$ cat src/rtl/tsxb_fci_pkg.sv
// -----------------------------------------------------------------------------
// tsxb_fci_pkg
// Shared definitions for the FPGA side of the CPLD<->FPGA FCI link.
//   - FCI_S mux select codes (ZAL/ZAH/ZD/ZC)
//   - host FSM state encoding
//   - Z80 cycle-type record {mreq, iorq, rd, wr}
//   - counter width and the FCI_S select helper
// -----------------------------------------------------------------------------
package tsxb_fci_pkg;

   localparam logic [1:0] FCI_ZAL = 2'd0;
   localparam logic [1:0] FCI_ZAH = 2'd1;
   localparam logic [1:0] FCI_ZD  = 2'd2;
   localparam logic [1:0] FCI_ZC  = 2'd3;

   // Wide enough for both the settle delay and the read timeout.
   localparam int CNT_W = 8;

   typedef enum logic [3:0] {
      ST_IDLE  = 4'd0,
      ST_AL    = 4'd1,
      ST_AH    = 4'd2,
      ST_DAT   = 4'd3,
      ST_STB   = 4'd4,
      ST_RWAIT = 4'd5,
      ST_TURN  = 4'd6,
      ST_DRIVE = 4'd7,
      ST_REL   = 4'd8,
      ST_END   = 4'd9
   } fci_state_t;

   typedef struct packed {
      logic mreq;
      logic iorq;
      logic rd;
      logic wr;
   } cyc_type_t;

   // FCI_S only moves when a new byte has to be fetched; in every other
   // state the CPLD mux keeps whatever field it was last showing.
   function automatic logic [1:0] fci_sel(input fci_state_t st, input logic [1:0] cur);
      logic [1:0] sel;
      case (st)
         ST_AL:   sel = FCI_ZAL;
         ST_AH:   sel = FCI_ZAH;
         ST_DAT:  sel = FCI_ZD;
         default: sel = cur;
      endcase
      return sel;
   endfunction

endpackage

$ cat src/rtl/tsxb_sync2.sv
// -----------------------------------------------------------------------------
// tsxb_sync2
// Parameterised-width two-flop synchroniser with asynchronous active-low reset.
//   clk    in  1        destination clock
//   rst_n  in  1        asynchronous active-low reset (loads RST_VAL)
//   d      in  W        asynchronous inputs
//   q      out W        synchronised outputs
// -----------------------------------------------------------------------------
module tsxb_sync2 #(
   parameter int           W       = 1,
   parameter logic [W-1:0] RST_VAL = '0
) (
   input  logic         clk,
   input  logic         rst_n,
   input  logic [W-1:0] d,
   output logic [W-1:0] q
);

   logic [W-1:0] meta_r;
   logic [W-1:0] sync_r;

   // Two-stage capture chain; the first stage may go metastable.
   always_ff @(posedge clk or negedge rst_n) begin
      if (!rst_n) begin
         meta_r <= RST_VAL;
         sync_r <= RST_VAL;
      end else begin
         meta_r <= d;
         sync_r <= meta_r;
      end
   end

   assign q = sync_r;

endmodule

$ cat src/rtl/tsxb_fci_host.sv
// -----------------------------------------------------------------------------
// tsxb_fci_host
// FPGA-side end of the CPLD<->FPGA FCI link. Detects Z80 memory/IO cycles on
// the buffered ZX-BUS strobes, walks the CPLD mux through address low, address
// high and (for writes) data, then issues one bus_stb on the internal bus. For
// reads it turns the FCI bus around and drives the responder data back until
// the strobe ends.
//
// Optional build macro: TSXB_FCI_TIMEOUT_EN -- a read with no bus_rvalid
// within RD_TIMEOUT cycles returns 8'hFF. Without it the read waits until
// bus_rvalid or the end of the strobe.
//
// Ports:
//   CLK50, RST_N                      clock, asynchronous active-low reset
//   FRD_N, FWR_N, FMRQ_N, FIORQ_N     ZX-BUS strobes from the CPLD (async)
//   FCI_I / FCI_O / FCI_OE            FCI pad in / out / output enable
//   FCI_S                             CPLD mux select (0 ZAL,1 ZAH,2 ZD,3 ZC)
//   FDIR                              1 = CPLD->FPGA, 0 = FPGA->CPLD
//   bus_addr, bus_wdata               captured address / write data
//   bus_mreq, bus_iorq, bus_rd, bus_wr cycle type, stable from bus_stb on
//   bus_stb                           one-cycle request pulse
//   bus_rdata, bus_rvalid             responder read data / valid pulse
//   busy                              FSM outside IDLE
// -----------------------------------------------------------------------------
module tsxb_fci_host
   import tsxb_fci_pkg::*;
#(
   parameter int SETTLE     = 2,
   parameter int RD_TIMEOUT = 15
) (
   input  logic        CLK50,
   input  logic        RST_N,
   input  logic        FRD_N,
   input  logic        FWR_N,
   input  logic        FMRQ_N,
   input  logic        FIORQ_N,
   input  logic [7:0]  FCI_I,
   output logic [7:0]  FCI_O,
   output logic        FCI_OE,
   output logic [1:0]  FCI_S,
   output logic        FDIR,
   output logic [15:0] bus_addr,
   output logic [7:0]  bus_wdata,
   output logic        bus_mreq,
   output logic        bus_iorq,
   output logic        bus_rd,
   output logic        bus_wr,
   output logic        bus_stb,
   input  logic [7:0]  bus_rdata,
   input  logic        bus_rvalid,
   output logic        busy
);

   localparam logic [CNT_W-1:0] SETTLE_LD  = CNT_W'(SETTLE - 1);
   localparam logic [CNT_W-1:0] TIMEOUT_LD = CNT_W'(RD_TIMEOUT - 1);

   // Synchronised strobes, ordered {rd, wr, mrq, iorq}, still active-low.
   logic [3:0] strb_n_s;
   cyc_type_t  cyc_s;
   logic       act_s;
   logic       act_r;
   logic       act_d_r;
   cyc_type_t  cyc_r;
   logic       start_s;

   fci_state_t       state_r;
   fci_state_t       state_nxt_s;
   logic [CNT_W-1:0] cnt_r;
   logic             cnt_done_s;

   logic [15:0] bus_addr_r,  addr_nxt_s;
   logic [7:0]  bus_wdata_r, wdata_nxt_s;
   cyc_type_t   cyc_out_r,   cyc_nxt_s;
   logic [7:0]  fci_o_r,     fci_o_nxt_s;
   logic        fci_oe_r,    oe_nxt_s;
   logic        fdir_r,      fdir_nxt_s;
   logic [1:0]  fci_s_r,     sel_nxt_s;
   logic        bus_stb_r,   stb_nxt_s;
   logic        busy_r,      busy_nxt_s;

   // Idle strobes are high, so the synchroniser resets to all ones.
   tsxb_sync2 #(
      .W       (4),
      .RST_VAL (4'hF)
   ) u_sync (
      .clk   (CLK50),
      .rst_n (RST_N),
      .d     ({FRD_N, FWR_N, FMRQ_N, FIORQ_N}),
      .q     (strb_n_s)
   );

   // Decode the synchronised strobes into cycle type and activity.
   always_comb begin
      cyc_s.rd   = ~strb_n_s[3];
      cyc_s.wr   = ~strb_n_s[2];
      cyc_s.mreq = ~strb_n_s[1];
      cyc_s.iorq = ~strb_n_s[0];
      // Refresh (MRQ alone) has neither RD nor WR and never counts as active.
      act_s      = (cyc_s.rd | cyc_s.wr) & (cyc_s.mreq | cyc_s.iorq);
   end

   // Register activity and type together so the type latched at the act edge
   // belongs to the same sample that raised act.
   always_ff @(posedge CLK50 or negedge RST_N) begin
      if (!RST_N) begin
         act_r   <= 1'b0;
         act_d_r <= 1'b0;
         cyc_r   <= '0;
      end else begin
         act_r   <= act_s;
         act_d_r <= act_r;
         cyc_r   <= cyc_s;
      end
   end

   assign start_s    = act_r & ~act_d_r;
   assign cnt_done_s = (cnt_r == {CNT_W{1'b0}});

   // FSM state register.
   always_ff @(posedge CLK50 or negedge RST_N) begin
      if (!RST_N) begin
         state_r <= ST_IDLE;
      end else begin
         state_r <= state_nxt_s;
      end
   end

   // FSM next-state logic.
   always_comb begin
      state_nxt_s = state_r;
      case (state_r)
         ST_IDLE: begin
            if (start_s) state_nxt_s = ST_AL;
            else         state_nxt_s = ST_IDLE;
         end
         ST_AL: begin
            if (!act_r)          state_nxt_s = ST_IDLE;
            else if (cnt_done_s) state_nxt_s = ST_AH;
            else                 state_nxt_s = ST_AL;
         end
         ST_AH: begin
            if (!act_r)          state_nxt_s = ST_IDLE;
            else if (cnt_done_s) state_nxt_s = cyc_out_r.wr ? ST_DAT : ST_STB;
            else                 state_nxt_s = ST_AH;
         end
         ST_DAT: begin
            if (!act_r)          state_nxt_s = ST_IDLE;
            else if (cnt_done_s) state_nxt_s = ST_STB;
            else                 state_nxt_s = ST_DAT;
         end
         ST_STB: begin
            // A responder may answer in the very cycle of the strobe.
            if (cyc_out_r.wr)    state_nxt_s = ST_END;
            else if (bus_rvalid) state_nxt_s = ST_TURN;
            else                 state_nxt_s = ST_RWAIT;
         end
         ST_RWAIT: begin
            if (!act_r)          state_nxt_s = ST_IDLE;
            else if (bus_rvalid) state_nxt_s = ST_TURN;
`ifdef TSXB_FCI_TIMEOUT_EN
            else if (cnt_done_s) state_nxt_s = ST_TURN;
`endif
            else                 state_nxt_s = ST_RWAIT;
         end
         ST_TURN: begin
            // Strobe already gone: skip driving, just restore direction.
            if (!act_r) state_nxt_s = ST_REL;
            else        state_nxt_s = ST_DRIVE;
         end
         ST_DRIVE: begin
            if (!act_r) state_nxt_s = ST_REL;
            else        state_nxt_s = ST_DRIVE;
         end
         ST_REL: begin
            state_nxt_s = ST_IDLE;
         end
         ST_END: begin
            if (!act_r) state_nxt_s = ST_IDLE;
            else        state_nxt_s = ST_END;
         end
         default: begin
            state_nxt_s = ST_IDLE;
         end
      endcase
   end

   // FSM output logic: next values of all registered outputs.
   always_comb begin
      addr_nxt_s  = bus_addr_r;
      wdata_nxt_s = bus_wdata_r;
      cyc_nxt_s   = cyc_out_r;
      fci_o_nxt_s = fci_o_r;
      oe_nxt_s    = fci_oe_r;
      fdir_nxt_s  = fdir_r;
      sel_nxt_s   = fci_sel(state_nxt_s, fci_s_r);
      stb_nxt_s   = (state_nxt_s == ST_STB);
      busy_nxt_s  = (state_nxt_s != ST_IDLE);
      case (state_r)
         ST_IDLE: begin
            if (state_nxt_s == ST_AL) begin
               cyc_nxt_s   = cyc_r;
               wdata_nxt_s = 8'h00;
            end else begin
               cyc_nxt_s   = cyc_out_r;
            end
         end
         ST_AL: begin
            if (state_nxt_s == ST_AH) addr_nxt_s[7:0] = FCI_I;
            else                      addr_nxt_s      = bus_addr_r;
         end
         ST_AH: begin
            if (act_r && cnt_done_s) addr_nxt_s[15:8] = FCI_I;
            else                     addr_nxt_s       = bus_addr_r;
         end
         ST_DAT: begin
            if (state_nxt_s == ST_STB) wdata_nxt_s = FCI_I;
            else                       wdata_nxt_s = bus_wdata_r;
         end
         ST_STB, ST_RWAIT: begin
            // Only a timeout reaches TURN without bus_rvalid.
            if (state_nxt_s == ST_TURN) begin
               fdir_nxt_s  = 1'b0;
               fci_o_nxt_s = bus_rvalid ? bus_rdata : 8'hFF;
            end else begin
               fdir_nxt_s  = fdir_r;
            end
         end
         ST_TURN: begin
            // FDIR already fell last cycle, so enabling the pad now is safe.
            oe_nxt_s = (state_nxt_s == ST_DRIVE);
         end
         ST_DRIVE: begin
            oe_nxt_s = (state_nxt_s == ST_DRIVE);
         end
         ST_REL: begin
            // Pad released one cycle ago; hand the bus back to the CPLD.
            fdir_nxt_s = 1'b1;
         end
         default: begin
            fdir_nxt_s = fdir_r;
         end
      endcase
   end

   // Settle / timeout counter, reloaded whenever the FSM changes state.
   always_ff @(posedge CLK50 or negedge RST_N) begin
      if (!RST_N) begin
         cnt_r <= {CNT_W{1'b0}};
      end else if (state_nxt_s != state_r) begin
         cnt_r <= (state_nxt_s == ST_RWAIT) ? TIMEOUT_LD : SETTLE_LD;
      end else if (!cnt_done_s) begin
         cnt_r <= cnt_r - {{(CNT_W-1){1'b0}}, 1'b1};
      end else begin
         cnt_r <= cnt_r;
      end
   end

   // Output registers; reset drops FCI_OE and raises FDIR immediately.
   always_ff @(posedge CLK50 or negedge RST_N) begin
      if (!RST_N) begin
         bus_addr_r  <= 16'h0000;
         bus_wdata_r <= 8'h00;
         cyc_out_r   <= '0;
         fci_o_r     <= 8'h00;
         fci_oe_r    <= 1'b0;
         fdir_r      <= 1'b1;
         fci_s_r     <= FCI_ZAL;
         bus_stb_r   <= 1'b0;
         busy_r      <= 1'b0;
      end else begin
         bus_addr_r  <= addr_nxt_s;
         bus_wdata_r <= wdata_nxt_s;
         cyc_out_r   <= cyc_nxt_s;
         fci_o_r     <= fci_o_nxt_s;
         fci_oe_r    <= oe_nxt_s;
         fdir_r      <= fdir_nxt_s;
         fci_s_r     <= sel_nxt_s;
         bus_stb_r   <= stb_nxt_s;
         busy_r      <= busy_nxt_s;
      end
   end

   assign bus_addr  = bus_addr_r;
   assign bus_wdata = bus_wdata_r;
   assign bus_mreq  = cyc_out_r.mreq;
   assign bus_iorq  = cyc_out_r.iorq;
   assign bus_rd    = cyc_out_r.rd;
   assign bus_wr    = cyc_out_r.wr;
   assign bus_stb   = bus_stb_r;
   assign busy      = busy_r;
   assign FCI_O     = fci_o_r;
   assign FCI_OE    = fci_oe_r;
   assign FDIR      = fdir_r;
   assign FCI_S     = fci_s_r;

endmodule

$ cat config.mk
export PLATFORM = sky130hd
export DESIGN_NAME = tsxb_fci_host
export DESIGN_NICKNAME = d
export VERILOG_FILES = /design/src/rtl/tsxb_fci_pkg.sv /design/src/rtl/tsxb_sync2.sv /design/src/rtl/tsxb_fci_host.sv
export SDC_FILE = /design/constraint.sdc
export NUM_CORES = 1
export LEC_CHECK = 0
export CELL_PAD_IN_SITES_DETAIL_PLACEMENT = 1
export CELL_PAD_IN_SITES_GLOBAL_PLACEMENT = 2
export CORE_ASPECT_RATIO = 1.1
export CORE_UTILIZATION = 31
export DETAILED_ROUTE_END_ITERATION = 6
export PLACE_DENSITY = 0.86
export SLEW_MARGIN = 30
export SYNTH_ARGS = -nofsm -noshare
export SYNTH_HDL_FRONTEND = slang
export SYNTH_HIERARCHICAL = 1
export SYNTH_SLANG_ARGS = --single-unit
$ cat constraint.sdc
create_clock -name CLK50 -period 3.11 [get_ports CLK50]
set_input_delay 0.622 -clock CLK50 [delete_from_list [all_inputs] [get_ports CLK50]]
set_output_delay 0.622 -clock CLK50 [all_outputs]
set_load 0.01 [all_outputs]
* Yosys cells after proc, flatten, opt, wreduce, memory -nomap -nowiden
Index checks and enable logic that the tools add are counted.
** Word-level totals
- Flip-flop bits (word level) :: 68
- Input port bits :: 23
- Output and inout port bits :: 42
- Logic and storage cells :: 98
** Cells by class
- Reductions and logical operators :: 15
- Equal/unequal tests :: 21
- Bitwise operators :: 11
- Mux-type cells :: 27
- $add $sub $neg :: 1
** Operators with widths (number)
- two-way mux 8 bit :: 7
- == test 4 x 3 -> 1 bit, second input constant :: 8
- one-hot mux 16 bit (2 select lines) :: 1
- one-hot mux 4 bit (8 select lines) :: 1
- two-way mux 4 bit :: 5
- == test 4 x 2 -> 1 bit, second input constant :: 4
- one-hot mux 8 bit (2 select lines) :: 1
- two-way mux 3 bit :: 5
- AND reduction 3 bit :: 3
- == test 4 x 1 -> 1 bit, second input constant :: 2
- == test 4 bit, second input constant :: 2
- zero test 8 bit :: 1
- subtractor 8 x 1 -> 8 bit, second input constant :: 1
- inverter 1 bit :: 7
- two-way mux 2 bit :: 3
- inequality test 2 bit, second input constant :: 3
- one-hot mux 2 bit (3 select lines) :: 1
- AND reduction 2 bit :: 3
- zero test 4 bit :: 1
- inequality test 4 bit :: 1
- nonzero test 2 bit :: 2
- nonzero test 4 bit :: 1
- OR reduction 2 bit :: 2
- nonzero test 3 bit :: 1
- other kinds (6) :: 9

* Logic depth before layout (Yosys ltp)
Gate-level depths: netlist of run 1.
- Depth after elaboration :: 7
- Mapped depth :: 9
- Mapped depth without buffers :: 8

* By module
Netlist of run 1, hierarchy kept.
** By module, submodules not included
- tsxb_fci_host :: instances 1, area an instance 2740.1 um^2, cells each 251, sequential area each 1502.7 um^2
- tsxb_sync2 :: instances 1, area an instance 210.2 um^2, cells each 8, sequential area each 210.2 um^2

* Worst setup path before layout of run 1
No wires, ideal clock.
- Path kind :: reg2reg
- Start :: register cnt_r[0]
- End :: register cnt_r[0]
- Period minus slack after synthesis :: 2.281 ns
- Setup time :: 0.125 ns
- Cell stages (with the launch flop) :: 9
- Path buffers :: 0
- Required time :: 2.985 ns
- Arrival :: 2.156 ns
- Slack :: 0.829 ns
- Cell sequence :: dfrtp_1 > inv_1 > ha_1 > nor3b_1 > nand2_2 > nor4_1 > nor4_2 > o2111ai_4 > mux2_4
** On the way
- Cells in the longest elaborated chain, start to end :: 7
- Elaborated cells on any way between the ends :: 15
- Those cells by class :: add/sub: 1; eq/ne: 3; mux: 10; reduce/logical: 1
** RTL lines
- from (decl) :: RTL line tsxb_fci_host.sv:68 : logic [CNT_W-1:0] cnt_r;
- from (signal assigned) :: RTL line tsxb_fci_host.sv:248 : cnt_r <= {CNT_W{1'b0}};
- from (signal assigned) :: RTL line tsxb_fci_host.sv:250 : cnt_r <= (state_nxt_s == ST_RWAIT) ? TIMEOUT_LD : SETTLE_LD;
- from (signal assigned) :: RTL line tsxb_fci_host.sv:252 : cnt_r <= cnt_r - {{(CNT_W-1){1'b0}}, 1'b1};
- zero test 8 bit :: RTL line tsxb_fci_host.sv:117 : assign cnt_done_s = (cnt_r == {CNT_W{1'b0}});
- two-way mux 3 bit (tied with other cells) :: RTL line tsxb_fci_host.sv:148 : else if (cnt_done_s) state_nxt_s = ST_STB;
- two-way mux 3 bit (tied with other cells) :: RTL line tsxb_fci_host.sv:147 : if (!act_r) state_nxt_s = ST_IDLE;
- one-hot mux 4 bit (8 select lines) :: RTL line tsxb_fci_host.sv:131 : case (state_r)
- == test 4 x 3 -> 1 bit :: RTL line tsxb_fci_host.sv:250
- two-way mux 4 bit :: RTL line tsxb_fci_host.sv:250
- two-way mux 8 bit :: RTL line tsxb_fci_host.sv:249 : end else if (state_nxt_s != state_r) begin
Several ways; a longest one is shown, not always the timed one. The select of a mux whose other input is x is not followed.
A chain may end at the register's enable or synchronous reset.

* Worst setup path after layout of run 1
- Start :: register cnt_r[0]
- End :: register cnt_r[0]
** On the way
- Cells in the longest elaborated chain, start to end :: 7
- Elaborated cells on any way between the ends :: 15
- Those cells by class :: add/sub: 1; eq/ne: 3; mux: 10; reduce/logical: 1
** RTL lines
- zero test 8 bit * :: RTL line tsxb_fci_host.sv:117
- two-way mux 3 bit (on tied branches) :: RTL line tsxb_fci_host.sv:148, tsxb_fci_host.sv:143
- two-way mux 3 bit (on tied branches) :: RTL line tsxb_fci_host.sv:147, tsxb_fci_host.sv:142
- one-hot mux 4 bit (8 select lines) * :: RTL line tsxb_fci_host.sv:131
- named net state_nxt_s[2] :: RTL line tsxb_fci_host.sv:67 : fci_state_t state_nxt_s;
- == test 4 x 3 -> 1 bit :: RTL line tsxb_fci_host.sv:250
- two-way mux 4 bit :: RTL line tsxb_fci_host.sv:250
- two-way mux 8 bit :: RTL line tsxb_fci_host.sv:249
The timed path passes the listed nets; every way through them passes the cells marked *. The select of a mux whose other input is x is not followed.

==> results.json, run 1 <==
{
  "num_rows": 36,
  "die_h_um": 104,
  "startpoint": "cnt_r[0]",
  "synth_top_area_cell": "dfrtp_1",
  "ctsHoldBuffers": 0,
  "area_delta_synth_final_pct": 32.9,
  "ant_nets": 0,
  "yosys_warnings": 6,
  "dieArea_sq_um": 9910,
  "routabilityCongestion": 0.836,
  "worstRegToRegCells": 7,
  "fp.coreArea_sq_um": 9050,
  "hp-class": "in2async",
  "grt_start_max_net_pins": 37,
  "synthesis.area_sq_um": 2950,
  "synth_cells": 259,
  "synthArstFlopShare_pct": 100,
  "whs_ps": 350,
  "cts_buffers": 9,
  "critical_path.max_fanout": 7,
  "status": "completed",
  "post_cts_buffers": 0,
  "cp_cell_sequence": "inv_1 > ha_1 > nor3b_1 > nand2_2 > o41ai_1 > nand2_1 > mux2_4",
  "synth_commonest_cells": "dfrtp_1, nand2_1, o21ai_0, mux2_2, nor2_1",
  "critPathLaunchType": "flop",
  "endpoint": "cnt_r[0]",
  "r2r_start": "cnt_r[0]",
  "cpMaxStageDelayCell": "o41ai_1",
  "clk_latency_ps": 350,
  "drc_errors": 0,
  "drt_wl_total_um": 7080,
  "fin_crit_ps": 2740,
  "ys_seq_elements": 68,
  "end_kind": "flop",
  "vias": 2149,
  "clk_path_buf_depth": 2,
  "synth_cell_type_count": 46,
  "ctsResizeCount": 0,
  "die_w_um": 95.0,
  "p_per_area_nw_per_um2": 808,
  "place.port_buffers": 64,
  "clkSlewWorstSetupHoldPaths_ps": 80,
  "total_leakage_power_uw": 0.00173,
  "max-slew-margin-rel_pct": 47.1,
  "antenna_found_initial": 0,
  "clock_skew_ps": 13.2,
  "io_pins": 65,
  "synthTopCellsByArea": "dfrtp_1, dfstp_2, mux2_2",
  "required_ps": 3350,
  "drt_iter0_drc": 118,
  "cp.arrival_ps": 2980,
  "worst_slew_pin_slew_ps": 793,
  "post_drt_wl_per_cell_um": 15.8,
  "grtUsageTotal_pct": 15.9,
  "fin_crit_sh_pct": 88.1,
  "synth_nets": 284,
  "slew_viol_final": 0,
  "ff2ff_setup_slack_ps": 370,
  "yosysSeqAreaShare_pct": 58.1,
  "synthDominantCellAreaShare_pct": 50.0,
  "grt_pass1_vias": 2298,
  "cts_max_level": 3,
  "cts_tree": "yes",
  "slowest_delay_ps": 600,
  "cts_num_sinks": 68,
  "fmax_mhz": 365,
  "synth_flop_cell": "dfrtp_1",
  "synth.most_common_cell": "dfrtp_1",
  "setup_viol": 0,
  "grt_setup_unrepaired": "false",
  "firstDrtPassIters": 4,
  "ir_worst_vdd_v": 0.000385,
  "grt_pass1_wl_um": 11900,
  "gr-total-overflow": 0,
  "maxCapViolCount": 0,
  "viasPerCell": 4.80,
  "syn_area_per_cell_sq_um": 11.4,
  "root_buffer": "clkbuf_8",
  "dp_hpwl_um": 5130,
  "r2r_end": "cnt_r[0]",
  "tns_ps": 0,
  "drive_above_1_share_pct": 18.6,
  "num_antenna_cells": 0,
  "path_class": "reg2reg",
  "hold_viol": 0,
  "initial_utilization_pct": 32.6,
  "nets": 354,
  "synth-edff-count": 0
}
## power by group
group / total (uW) / switching [uW] / leakage (uW) / internal [uW]
clock network: 722 / 352 / 0.0000927 / 370
logic: 1160 / 546 / 0.000776 / 613
registers: 1290 / 186 / 0.000860 / 1100
## worst min path at each step
stage	from	endpoint	slack, ps	cells after the start
final	RST_N	bus_wdata[3]	350	1
after global routing	u_sync/meta_r[0]	u_sync/q[0]	360	0
after CTS	u_sync/meta_r[0]	u_sync/q[0]	360	0
after detailed placement	u_sync/meta_r[1]	u_sync/q[1]	350	0
after global placement	u_sync/meta_r[2]	u_sync/q[2]	350	0
after floorplan	RST_N	FCI_OE	330	0
## cell type report
class                      count  area (sq um)
fill                         976          5130
sequential                    68          1710
multi-input combinational    169          1130
timing repair buffer          71           701
tap                          114           143
clock buffer                  10           128
clock inverter                 6          63.8
inverter                      10          37.5
## cell families (layout without fill, tap and decap cells)
kind of cell               Yosys count  after routing  synth area share [%]
DFF                                 68             68                  58.1
AOI/OAI and AO/OA                   41             41                  8.99
buffers and inverters               22             97                  3.48
and+or+nand+nor                     96             96                  17.7
muxes                               24             24                  9.16
xor gates and xnor gates             6              6                  1.78
adders and majority gates            2              2                 0.848
## metrics by stage
step	instance area [sq um]	instances	power [uW]	setup slack, ps	util (%)
floorplan	2950	259	1940	829	-
global placement	3730	432	2440	533	41.2
detailed placement	3730	432	2470	367	41.2
CTS	3920	448	3210	347	43.3
global route	3920	448	3370	91.7	43.3
finish	3920	448	3170	369	43.3
## worst max-delay path, delay by kind of cell (launching register included)
family	cells	cell delay (ps)
muxes	1	310
DFF	1	400
AOI/OAI and AO/OA	1	600
adders and majority gates	1	180
and+or+nand+nor	3	1010
buffers and inverters	1	120
## sequential cells by signal, summed over array words and instances, names as in the netlist
register	count
bus_addr	16
FCI_O	8
bus_wdata	8
cnt_r	8
cyc_r	4
state_r	4
u_sync/meta_r	4
u_sync/q	4
FCI_S	2
FCI_OE	1
FDIR	1
act_d_r	1
act_r	1
bus_iorq	1
bus_mreq	1
bus_rd	1
bus_stb	1
bus_wr	1
busy	1
## placed cells by master, fill, tap and decap left out, types with 5 or more instances in the layout
cell type and n:
a21oi_1 6, buf_4 6, clkbuf_8 9, clkdlybuf4s50_1 63, dfrtp_1 59, dfstp_2 9
inv_1 10, mux2_2 20, nand2_1 47, nand3_1 5, nor2_1 11, o21ai_0 21
## metal layers
layer	track usage [%]	up-vias	part of all wire (%)
met3	3.87	15	4.6
met2	24.4	48	49
met5	0	-	0
li1	-	1032	-
met4	8.44	0	2.5
met1	20.4	1054	44
No activity file was read; power rests on OpenSTA's default activity.
==> run 2, diff against run 1 <==
CORE_UTILIZATION = 32   (was 31)
PLACE_DENSITY = 0.89   (was 0.86)
==> results.json, run 2 (synthesis gave the netlist of run 1 again) <==
{
  "num_antenna_cells": 0,
  "fp.coreArea_sq_um": 8920,
  "cts_tree": "yes",
  "grt_pass1_vias": 2306,
  "drt_wl_total_um": 7010,
  "post_cts_buffers": 0,
  "status": "completed",
  "gr-total-overflow": 0,
  "drc_errors": 0,
  "r2r_start": "cnt_r[0]",
  "drive_above_1_share_pct": 19.1,
  "antenna_found_initial": 0,
  "grtUsageTotal_pct": 16.0,
  "die_h_um": 103,
  "ctsHoldBuffers": 0,
  "io_pins": 65,
  "clk_latency_ps": 350,
  "drt_iter0_drc": 95,
  "worst_slew_pin_slew_ps": 700,
  "ir_worst_vdd_v": 0.000339,
  "dieArea_sq_um": 9610,
  "fin_util_pct": 44.3,
  "slew_viol_final": 0,
  "cts_max_level": 3,
  "post_drt_wl_per_cell_um": 15.6,
  "num_rows": 36,
  "required_ps": 3340,
  "max-slew-margin-rel_pct": 53.2,
  "maxCapViolCount": 0,
  "viasPerCell": 4.83,
  "die_w_um": 93.6,
  "place.port_buffers": 64,
  "cp.arrival_ps": 3020,
  "setup_viol": 0,
  "grt_pass1_wl_um": 11500,
  "root_buffer": "clkbuf_8",
  "clkSlewWorstSetupHoldPaths_ps": 80,
  "nets": 355,
  "p_per_area_nw_per_um2": 813,
  "fillers": 995,
  "largest_reg_flops": 16,
  "vias": 2170,
  "critical_path.max_fanout": 7,
  "end_kind": "flop",
  "fin_crit_ps": 2790,
  "hp-class": "in2async",
  "dp_hpwl_um": 5060,
  "grt_start_max_net_pins": 69,
  "cts_buffers": 9,
  "power_uw": 3210,
  "routabilityCongestion": 0.778,
  "cts_num_sinks": 68,
  "ant_nets": 0,
  "clock_skew_ps": 12.2,
  "critPathLaunchType": "flop",
  "fmax_mhz": 358,
  "total_leakage_power_uw": 0.00175,
  "hold_viol": 0,
  "tns_ps": 0,
  "layout_common_cells": "clkdlybuf4s50_1, dfrtp_1, nand2_1",
  "ctsResizeCount": 0,
  "path_class": "reg2reg",
  "startpoint": "cnt_r[0]",
  "grt_setup_unrepaired": "false",
  "clk_path_buf_depth": 2,
  "area_delta_synth_final_pct": 34.0,
  "layout_commonest_cell": "clkdlybuf4s50_1",
  "firstDrtPassIters": 4,
  "fin_crit_sh_pct": 89.8,
  "initial_utilization_pct": 33.1,
  "ff2ff_setup_slack_ps": 320
}
-- run 2: worst max-delay path, cell delays in order, from the launching register on --
cell and delay, ps:
dfrtp_1 400, inv_1 120, ha_1 170, nor3b_1 590
nand2_2 210, o41ai_1 650, nand2_1 230, mux2_4 310
-- run 2: metal layers --
layer	global-route usage (%)	vias to the layer above	part of all wire, %
li1	-	1027	-
met1	19.2	1082	42
met2	26.9	44	51
met3	3.61	17	3.8
met4	8.99	0	3.1
met5	0	-	0
-- run 2: cell type report --
type	instances	area, sq um	share of cell area [%]
Clock inverter	5	58.8	1.49
Tap cell	114	143	3.61
Clock buffer	11	151	3.83
Inverter	10	37.5	0.949
Multi-Input combinational cell	169	1130	28.7
Timing Repair Buffer	72	716	18.1
Sequential cell	68	1710	43.3
-- run 2: metrics by stage --
stage / hold slack (ps) / area (sq um) / worst slack [ps] / cells
2_1_floorplan: 326 / 2950 / 829 / 259
3_3_place_gp: 347 / 3720 / 554 / 432
3_5_place_dp: 348 / 3720 / 346 / 432
4_1_cts: 359 / 3930 / 311 / 448
5_1_grt: 237 / 3950 / 164 / 449
6_report: 223 / 3950 / 318 / 449
-- run 2: report_power, final --
group / total, uW / switching (uW) / internal (uW) / leakage [uW]
registers: 1280 / 177 / 1100 / 0.000860
logic: 1170 / 556 / 614 / 0.000784
clock network: 765 / 349 / 415 / 0.000102
total: 3210 / 1080 / 2130 / 0.00175
-- run 2: path summary, 6_finish.rpt --
check / depth (start not counted) / endpoint
hold / removal: 2 / bus_addr[5]
hold reg to reg: 0 / u_sync/q[1]
setup / recovery: 7 / cnt_r[0]
setup reg to reg: 7 / cnt_r[0]
max in group asynchronous: 3 / u_sync/q[2]
min in group CLK50: 0 / u_sync/q[1]
==> run 3, diff against run 2 <==
CORE_UTILIZATION = 33   (was 32)
CTS_BUF_LIST = sky130_fd_sc_hd__clkbuf_4 sky130_fd_sc_hd__clkbuf_8   (was unset)
PLACE_DENSITY = 0.91   (was 0.89)
==> results.json, run 3 (synthesis gave the netlist of run 1 again) <==
{
  "status": "completed",
  "grt_pass1_vias": 2311,
  "clk_latency_ps": 330,
  "fin_crit_ps": 2610,
  "root_buffer": "clkbuf_8",
  "required_ps": 3330,
  "ir_worst_vdd_v": 0.000379,
  "largest_reg_flops": 16,
  "fp.coreArea_sq_um": 8540,
  "layout_common_cells": "clkdlybuf4s50_1, dfrtp_1, nand2_1",
  "multi_input_area_sq_um": 1130,
  "viasPerCell": 4.82,
  "ctsHoldBuffers": 0,
  "fillers": 952,
  "fin_cells": 448,
  "grt_setup_unrepaired": "false",
  "clkSlewWorstSetupHoldPaths_ps": 70,
  "power_uw": 3220,
  "die_w_um": 92.2,
  "maxCapViolCount": 0,
  "clock_skew_ps": 9.23,
  "io_pins": 65,
  "hp-class": "reg2reg",
  "ctsResizeCount": 0,
  "seq_area_sq_um": 1710,
  "antenna_found_initial": 0,
  "drc_errors": 0,
  "dpl.cell_count": 432,
  "setup_viol": 0,
  "nets": 357,
  "drt_wl_total_um": 7160,
  "cts_max_level": 3,
  "drive_above_1_share_pct": 19.6,
  "routabilityCongestion": 0.852,
  "slew_viol_final": 0,
  "place.port_buffers": 64,
  "layout_commonest_cell": "clkdlybuf4s50_1",
  "max-slew-margin-rel_pct": 44.3,
  "fin_crit_sh_pct": 83.8,
  "total_leakage_power_uw": 0.00176,
  "grt_start_max_net_pins": 39,
  "grtUsageTotal_pct": 16.5,
  "worst_slew_pin_slew_ps": 835,
  "path_class": "reg2reg",
  "vias": 2159,
  "cts_num_sinks": 68,
  "dieArea_sq_um": 9320,
  "post_drt_wl_per_cell_um": 16.0,
  "end_kind": "flop",
  "num_antenna_cells": 0,
  "ant_nets": 0,
  "dp_hpwl_um": 5390,
  "initial_utilization_pct": 34.5,
  "critPathLaunchType": "flop",
  "area_delta_synth_final_pct": 33.9,
  "hold_viol": 0,
  "die_h_um": 101,
  "p_per_area_nw_per_um2": 816,
  "drt_iter0_drc": 100,
  "cts_tree": "yes",
  "cp_cell_sequence": "inv_1 > ha_1 > nor3b_1 > buf_4 > nand2_2 > o41ai_1 > nand2_1 > mux2_4",
  "critical_path.max_fanout": 8,
  "cp.arrival_ps": 2820,
  "fmax_mhz": 384,
  "firstDrtPassIters": 4,
  "slowest_delay_ps": 680,
  "cts_buffers": 9,
  "clk_path_buf_depth": 2,
  "grt_pass1_wl_um": 11800,
  "post_cts_buffers": 0,
  "num_rows": 35,
  "gr-total-overflow": 0,
  "tns_ps": 0,
  "cpMaxStageDelayCell": "o41ai_1"
}
==> run 3: path summary, 6_finish.rpt <==
check | slack (ps) | cells after the start | from | end
max in group asynchronous | 1940 | 2 | RST_N | FDIR
worst max-delay path | 500 | 8 | cnt_r[0] | cnt_r[0]
worst min register to register | 360 | 0 | u_sync/meta_r[2] | u_sync/q[2]
worst min-delay path | 360 | 0 | u_sync/meta_r[2] | u_sync/q[2]
worst max register to register | 500 | 8 | cnt_r[0] | cnt_r[0]
min in group asynchronous | 390 | 1 | RST_N | bus_stb
==> run 3: metal layers <==
metal | track usage (%) | vias up | part of all wire [%]
met2 | 28.5 | 37 | 52
met1 | 20.0 | 1080 | 43
li1 | - | 1033 | -
met5 | 0 | - | 0
met3 | 3.75 | 9 | 3.2
met4 | 6.85 | 0 | 1.6
==> run 3: final cells by class <==
| type | instances | share of cell area, % |
|---|---|---|
| clock buffer | 13 | 4.37 |
| clock inverter | 3 | 1.11 |
| inverter | 10 | 0.950 |
| multi-input combinational | 169 | 28.7 |
| sequential | 68 | 43.4 |
| tap | 111 | 3.51 |
| timing repair buffer | 74 | 18.0 |
==> run 3: stage by stage <==
stage               util (%)  cell area [sq um]  worst slack [ps]  hold WS (ps)
global placement        43.7               3730               619           346
CTS                     46.3               3950               495           363
detailed placement      43.7               3730               533           352
global route            46.3               3950               325           368
finish                  46.3               3950               504           361
floorplan                  -               2950               829           326
==> run 3: worst max-delay path, delay by kind of cell (launching register included) <==
family	cells	cell delay, ps
AO/OA/AOI/OAI	1	680
AND/OR/NAND/NOR	3	590
flip-flops	1	400
buffers and inverters	2	320
multiplexers	1	310
adder cells (fa/ha/maj)	1	200
==> run 3: where the power goes <==
group / switching, uW / internal (uW)
clock: 318 / 446
combinational: 552 / 623
sequential: 183 / 1100
